--- src/rtl/prbs_pkg.sv ---
// Shared types and constants for the PRBS link-test transmit/receive path.
package prbs_pkg;

  typedef enum logic [1:0] {
    ST_IDLE,
    ST_PATTERN,
    ST_PRBS,
    ST_DONE
  } tx_state_e;

  localparam int BYTE_W = 8;
  localparam int LFSR_W = 15;
  localparam int REP_W  = 8;
  localparam int LEN_W  = 16;

  // PRBS-15, x^15 + x^14 + 1: feedback taps on lfsr[14] and lfsr[13]
  localparam int PRBS_TAP_HI = 14;
  localparam int PRBS_TAP_LO = 13;

  // Sync word shared with the receive-side pattern detector
  localparam logic [31:0] DEFAULT_PATTERN = 32'hAABBCCDD;

  // Sync-word byte for a given index, MSB byte first
  function automatic logic [BYTE_W-1:0] pattern_byte(input logic [31:0] pat,
                                                     input logic [1:0]  idx);
    logic [BYTE_W-1:0] b;
    case (idx)
      2'd0:    b = pat[31:24];
      2'd1:    b = pat[23:16];
      2'd2:    b = pat[15:8];
      default: b = pat[7:0];
    endcase
    return b;
  endfunction

endpackage

--- src/rtl/prbs_pattern_tx_prbs15_byte_step.sv ---
// Eight PRBS-15 steps in one combinational slice: the output byte (first
// step in bit 7) and the LFSR state after the eighth step. Also used by
// the receive-side PRBS checker.
module prbs15_byte_step
  import prbs_pkg::*;
(
  input  logic [LFSR_W-1:0] lfsr_in,
  output logic [BYTE_W-1:0] byte_out,
  output logic [LFSR_W-1:0] lfsr_out
);

  logic [LFSR_W-1:0] s;
  logic              fb;

  // Unrolled shift: each step's feedback bit is both the new LFSR LSB and the next output bit
  always_comb begin
    s        = lfsr_in;
    fb       = 1'b0;
    byte_out = '0;
    for (int i = 0; i < BYTE_W; i++) begin
      fb       = s[PRBS_TAP_HI] ^ s[PRBS_TAP_LO];
      byte_out = {byte_out[BYTE_W-2:0], fb};
      s        = {s[LFSR_W-2:0], fb};
    end
    lfsr_out = s;
  end

endmodule

--- src/rtl/prbs_pattern_tx.sv ---
// PRBS link-test transmitter: n copies of a 32-bit sync word, then
// prbs_len PRBS-15 bytes, over a valid/ready byte stream.
//
// state      | meaning
// -----------+-----------------------------------------------------------
// ST_IDLE    | waiting for start; out_valid=0, busy=0
// ST_PATTERN | sending sync-word bytes, index 0..3, repeat 0..n-1
// ST_PRBS    | sending PRBS bytes from the registered LFSR
// ST_DONE    | done pulse for one cycle, then back to idle
module prbs_pattern_tx
  import prbs_pkg::*;
#(
  parameter logic [31:0]       PATTERN   = DEFAULT_PATTERN,
  parameter logic [LFSR_W-1:0] PRBS_SEED = 15'h7FFF
) (
  input  logic              CLK,
  input  logic              RSTn,
  input  logic              start,
  input  logic [REP_W-1:0]  n,
  input  logic [LEN_W-1:0]  prbs_len,
  output logic [BYTE_W-1:0] out,
  output logic              out_valid,
  input  logic              out_ready,
  output logic              busy,
  output logic              done
);

  tx_state_e         state;
  logic [REP_W-1:0]  n_q;
  logic [LEN_W-1:0]  len_q;
  logic [LFSR_W-1:0] lfsr;
  logic [1:0]        idx;
  logic [REP_W-1:0]  rep_cnt;
  logic [LEN_W-1:0]  byte_cnt;
  logic [BYTE_W-1:0] out_hold;

  logic [BYTE_W-1:0] prbs_byte;
  logic [LFSR_W-1:0] lfsr_next;

  logic hs;
  logic last_pattern;
  logic last_prbs;

  prbs15_byte_step u_step (
    .lfsr_in  (lfsr),
    .byte_out (prbs_byte),
    .lfsr_out (lfsr_next)
  );

  assign hs           = out_valid & out_ready;
  assign last_pattern = (idx == 2'd3) && (rep_cnt == n_q - 8'd1);
  assign last_prbs    = (byte_cnt == len_q - 16'd1);

  // Byte mux: live data while streaming, otherwise the last byte sent
  always_comb begin
    case (state)
      ST_PATTERN: out = pattern_byte(PATTERN, idx);
      ST_PRBS:    out = prbs_byte;
      default:    out = out_hold;
    endcase
  end

  // Remember the last presented byte so out does not glitch when idle
  always_ff @(posedge CLK) begin
    if (!RSTn) begin
      out_hold <= '0;
    end else if (out_valid) begin
      out_hold <= out;
    end
  end

  // Frame sequencer with registered out_valid/busy/done
  always_ff @(posedge CLK) begin
    if (!RSTn) begin
      state     <= ST_IDLE;
      n_q       <= '0;
      len_q     <= '0;
      lfsr      <= PRBS_SEED;
      idx       <= '0;
      rep_cnt   <= '0;
      byte_cnt  <= '0;
      out_valid <= 1'b0;
      busy      <= 1'b0;
      done      <= 1'b0;
    end else begin
      case (state)
        ST_IDLE: begin
          if (start) begin
            n_q      <= n;
            len_q    <= prbs_len;
            lfsr     <= PRBS_SEED;
            idx      <= '0;
            rep_cnt  <= '0;
            byte_cnt <= '0;
            busy     <= 1'b1;
            if (n != '0) begin
              state     <= ST_PATTERN;
              out_valid <= 1'b1;
            end else if (prbs_len != '0) begin
              state     <= ST_PRBS;
              out_valid <= 1'b1;
            end else begin
              state <= ST_DONE;
            end
          end
        end

        ST_PATTERN: begin
          if (hs) begin
            idx <= idx + 2'd1;
            if (idx == 2'd3) begin
              rep_cnt <= rep_cnt + 8'd1;
            end
            if (last_pattern) begin
              if (len_q != '0) begin
                state <= ST_PRBS;
              end else begin
                state     <= ST_DONE;
                out_valid <= 1'b0;
                busy      <= 1'b0;
                done      <= 1'b1;
              end
            end
          end
        end

        ST_PRBS: begin
          if (hs) begin
            lfsr     <= lfsr_next;
            byte_cnt <= byte_cnt + 16'd1;
            if (last_prbs) begin
              state     <= ST_DONE;
              out_valid <= 1'b0;
              busy      <= 1'b0;
              done      <= 1'b1;
            end
          end
        end

        ST_DONE: begin
          // An empty frame enters here straight from idle with done still low,
          // so it spends one extra cycle raising the pulse.
          if (!done) begin
            done <= 1'b1;
            busy <= 1'b0;
          end else begin
            done  <= 1'b0;
            state <= ST_IDLE;
          end
        end

        default: begin
          state     <= ST_IDLE;
          out_valid <= 1'b0;
          busy      <= 1'b0;
          done      <= 1'b0;
        end
      endcase
    end
  end

endmodule

--- config.mk ---
export PLATFORM = sky130hd
export DESIGN_NAME = prbs_pattern_tx
export DESIGN_NICKNAME = d
export VERILOG_FILES = /design/src/rtl/prbs_pkg.sv /design/src/rtl/prbs_pattern_tx_prbs15_byte_step.sv /design/src/rtl/prbs_pattern_tx.sv
export SDC_FILE = /design/constraint.sdc
export NUM_CORES = 1
export LEC_CHECK = 0
export ABC_AREA = 1
export CAP_MARGIN = 30
export CORE_MARGIN = 2
export CORE_UTILIZATION = 56
export CTS_CLUSTER_DIAMETER = 40
export DETAILED_ROUTE_END_ITERATION = 6
export GPL_ROUTABILITY_DRIVEN = 1
export PLACE_DENSITY = 0.77
export SLEW_MARGIN = 20
export SYNTH_ARGS = -nofsm -noshare
export SYNTH_HDL_FRONTEND = slang
export SYNTH_HIERARCHICAL = 1
export SYNTH_SLANG_ARGS = --single-unit
--- constraint.sdc ---
create_clock -name CLK -period 2.7 [get_ports CLK]
set_input_delay 0.54 -clock CLK [delete_from_list [all_inputs] [get_ports CLK]]
set_output_delay 0.54 -clock CLK [all_outputs]
set_load 0.03 [all_outputs]
==> impl_metrics.tcl <==
set metrics [dict create \
    fin_skew_ps 14.3 \
    pin_count 39 \
    cts_tree "built" \
    clkTransAtPathRegs_ps 90 \
    hpwl_um 8320 \
    tns_ps 0 \
    initial_utilization_pct 57.7 \
    synth_edf_count 0 \
    synth_top_family_by_area "simple AND/OR/NAND/NOR gates" \
    grt_pass1_vias 4172 \
    period_minus_slack_ps 2460 \
    syn_inst 725 \
    outcome "completed" \
    syn_area_per_cell_um2 6.51 \
    seqPwrFrac_pct 27.5 \
    p_leak_nw 2.45 \
    grt_max_degree 39 \
    cts_root_buf "clkbuf_8" \
    wl_met1_um 5080 \
    synth.mux.area_fraction_pct 0 \
    slew_headroom_pct 60.7 \
    crit_family "buffers and inverters" \
    ir_drop_uv 972 \
    routedWlPerCell_um 13.2 \
    critical_path_required_ps 2160 \
    yosys_warnings 6 \
    wl_met2_um 5410 \
    setup_viol 0 \
    core_mm2 0.00818 \
    combPwrFrac_pct 53.6 \
    synthSimpleGateAreaFrac_pct 33.7 \
    power.density_mw_per_mm2 1170 \
    drv_slew 0 \
    wirelength_um 11300 \
    synth-seq-cells 78 \
    cts_made_buffers 9 \
    ant_nets 0 \
    syn_to_final_growth_pct 13.6 \
    antenna_found_initial 0 \
    synth_compound_area_share_pct 14.2 \
    critPathMaxStageDelay_ps 380 \
    power_frac_clock_pct 18.9 \
    antenna_cells 0 \
    worst_pin_slew_ps 589 \
    overflow 0 \
    async_flop_share_pct 0 \
    synth_top_area_share_pct 33.1 \
    remaining_drc_errors 0 \
    path_cells "inv_1, ha_1, buf_4, nand2_1, o22ai_1, inv_1, buf_4" \
    grt_use_total_pct 25.3 \
    crit_buf_inv 4 \
    cap_violations 0 \
    synth_most_common_cell "nand2_1" \
    htree_num_levels 3 \
    gp_congestion 0.904 \
    wl_met3_um 661 \
    synth_xor_area_share_pct 4.08 \
    drt_iter0_markers 258 \
    clock_path_buffers 2 \
    hold_class "flop to flop" \
    first_pass_iters 5 \
    rsz0062_at_grt "false" \
    grt_pass1_wl_um 18500 \
    die_w_um 95.8 \
    synthFlopType "dfxtp_1" \
    cp-end-kind "output port" \
    nets 788 \
    synth_fp_nets 766 \
    num_vias 4616 \
    synth_area_leaders "dfxtp_1 (33%), nand2_1 (15%), inv_1 (6.6%), nor2_1 (6.2%), a21oi_1 (5.3%)" \
    whs_ps 439 \
    dieArea_mm2 0.00917 \
    clock-sinks 78 \
    layout-drive-gt1-share_pct 8.24 \
    viasPerCell 5.39 \
    postCtsHoldBufs 0 \
    synth_area_leader_cell "dfxtp_1" \
    critPathKind "flop to output port" \
    fmax_ghz 0.407 \
    startpoint_type "flop" \
    critPathSlowestCell "dfxtp_1" \
    sw_frac_of_total_pct 46.0 \
    cts_setup_buffers 0 \
    pre_cts_ws_ps 218 \
    die_h_um 95.8 \
    cp.arrival_ps 1920 \
    synth_fa_ha_area_share_pct 3.45 \
    io_buffers 38 \
    clkLatencyLatePin_ps 360 \
    rows 33 \
    setup_ws_ps 244 \
    yosysSeqAreaShare_pct 33.1 \
    crit_fanout 14 \
    ys_top_cells_by_count "nand2_1 (191), inv_1 (83), dfxtp_1 (78), nor2_1 (78), a21oi_1 (50)" \
    top_layer "met4" \
    syn_area_mm2 0.00472 \
    power_switching_mw 2.88 \
    p_int_mw 3.38 \
    synth.distinct_cells 39 \
    fin_crit_sh_pct 91.0 \
    finalHoldViolCount 0 \
]
[worst register-to-register path, stage by stage (launching register included)]
cell and delay (ps):
dfxtp_1 380, inv_1 90, ha_1 300, buf_4 200
inv_1 120, a21oi_1 70, nor2_2 120, nand2_2 90
inv_4 170, nand2_2 110, nor2_4 110, nand3_2 80
nor2_2 100, nand2_1 80, clkinv_1 70, nand2_1 50
a211oi_2 170
[metal layers]
layer | GRT usage [%] | up-vias
li1 | - | 2351
met1 | 33.0 | 2102
met2 | 42.1 | 141
met3 | 4.15 | 22
met4 | 9.52 | 0
met5 | 0 | -
[metrics by stage]
step	instances	util, %	instance area (um^2)	total power [mW]
floorplan	725	-	4720	4.35
global placement	841	62.2	5080	4.99
detailed placement	841	62.2	5080	5.06
CTS	857	65.5	5350	6.26
global route	857	65.5	5360	6.78
finish	857	65.5	5360	6.25
[cell type report]
cell class / count / area (um^2)
multi-input cells: 521 / 2610
fillers: 736 / 2820
flip-flops and latches: 78 / 1560
inverters: 89 / 337
clock buffers: 10 / 138
repair buffers: 48 / 445
well taps: 105 / 131
clock inverters: 6 / 133
[sequential cells by signal, summed over array words and instances, names as in the netlist]
name	cells
busy	1
byte_cnt	16
done	1
idx	2
len_q	16
lfsr	15
n_q	8
out_hold	8
out_valid	1
rep_cnt	8
state	2
[logic make-up (layout without fill, tap and decap cells)]
logic type	after synthesis	after routing
AOI/OAI and AO/OA	121	121
buffers and inverters	126	153
adders and majority gates	13	13
and+or+nand+nor	365	365
DFF	78	78
xor gates and xnor gates	22	22
[power groups by stage]
stage          Sequential (mW)  Clock, mW  Combinational (mW)
3_5_place_dp              1.74          0                3.32
3_3_place_gp              1.73          0                3.26
4_1_cts                   1.71       1.19                3.36
6_report                  1.72       1.18                3.35
5_1_grt                   1.76       1.24                3.78
2_1_floorplan             1.68          0                2.67
[cell usage in the layout, fill, tap and decap left out, types with 2 or more instances in the layout]
cell type and n:
nand2_1 191, nor2_4 3, nand3_1 40, nand3_2 3
nand4_1 7, nand2_2 6, xor2_1 10, nor3_1 12
dlymetal6s2s_1 2, nor2_1 78, o21ai_0 49, o22ai_1 8
nor4_1 6, a21oi_1 50, nand3b_1 7, o21a_1 2
inv_2 3, dfxtp_1 78, xnor2_1 12, nor3_2 2
clkbuf_8 10, inv_1 83, a211oi_1 4, clkinv_1 2
bufinv_16 4, ha_1 13, buf_4 16, nor2_2 8
clkdlybuf4s50_1 30
[final timing paths]
kind | cells past startpoint | slack, ps | to | start
setup reg to reg | 16 | 320 | byte_cnt[9] | state[0]
setup / recovery | 7 | 240 | out[6] | state[1]
hold reg to reg | 2 | 440 | busy | busy
hold / removal | 2 | 440 | busy | busy
[what timing repair did]
action | in CTS | in global routing
hold endpoints to repair | 0 | 0
endpoints found under the setup margin | 0 | 2
gates resized for setup | 0 | 2
(Power assumes the default switching activity.)
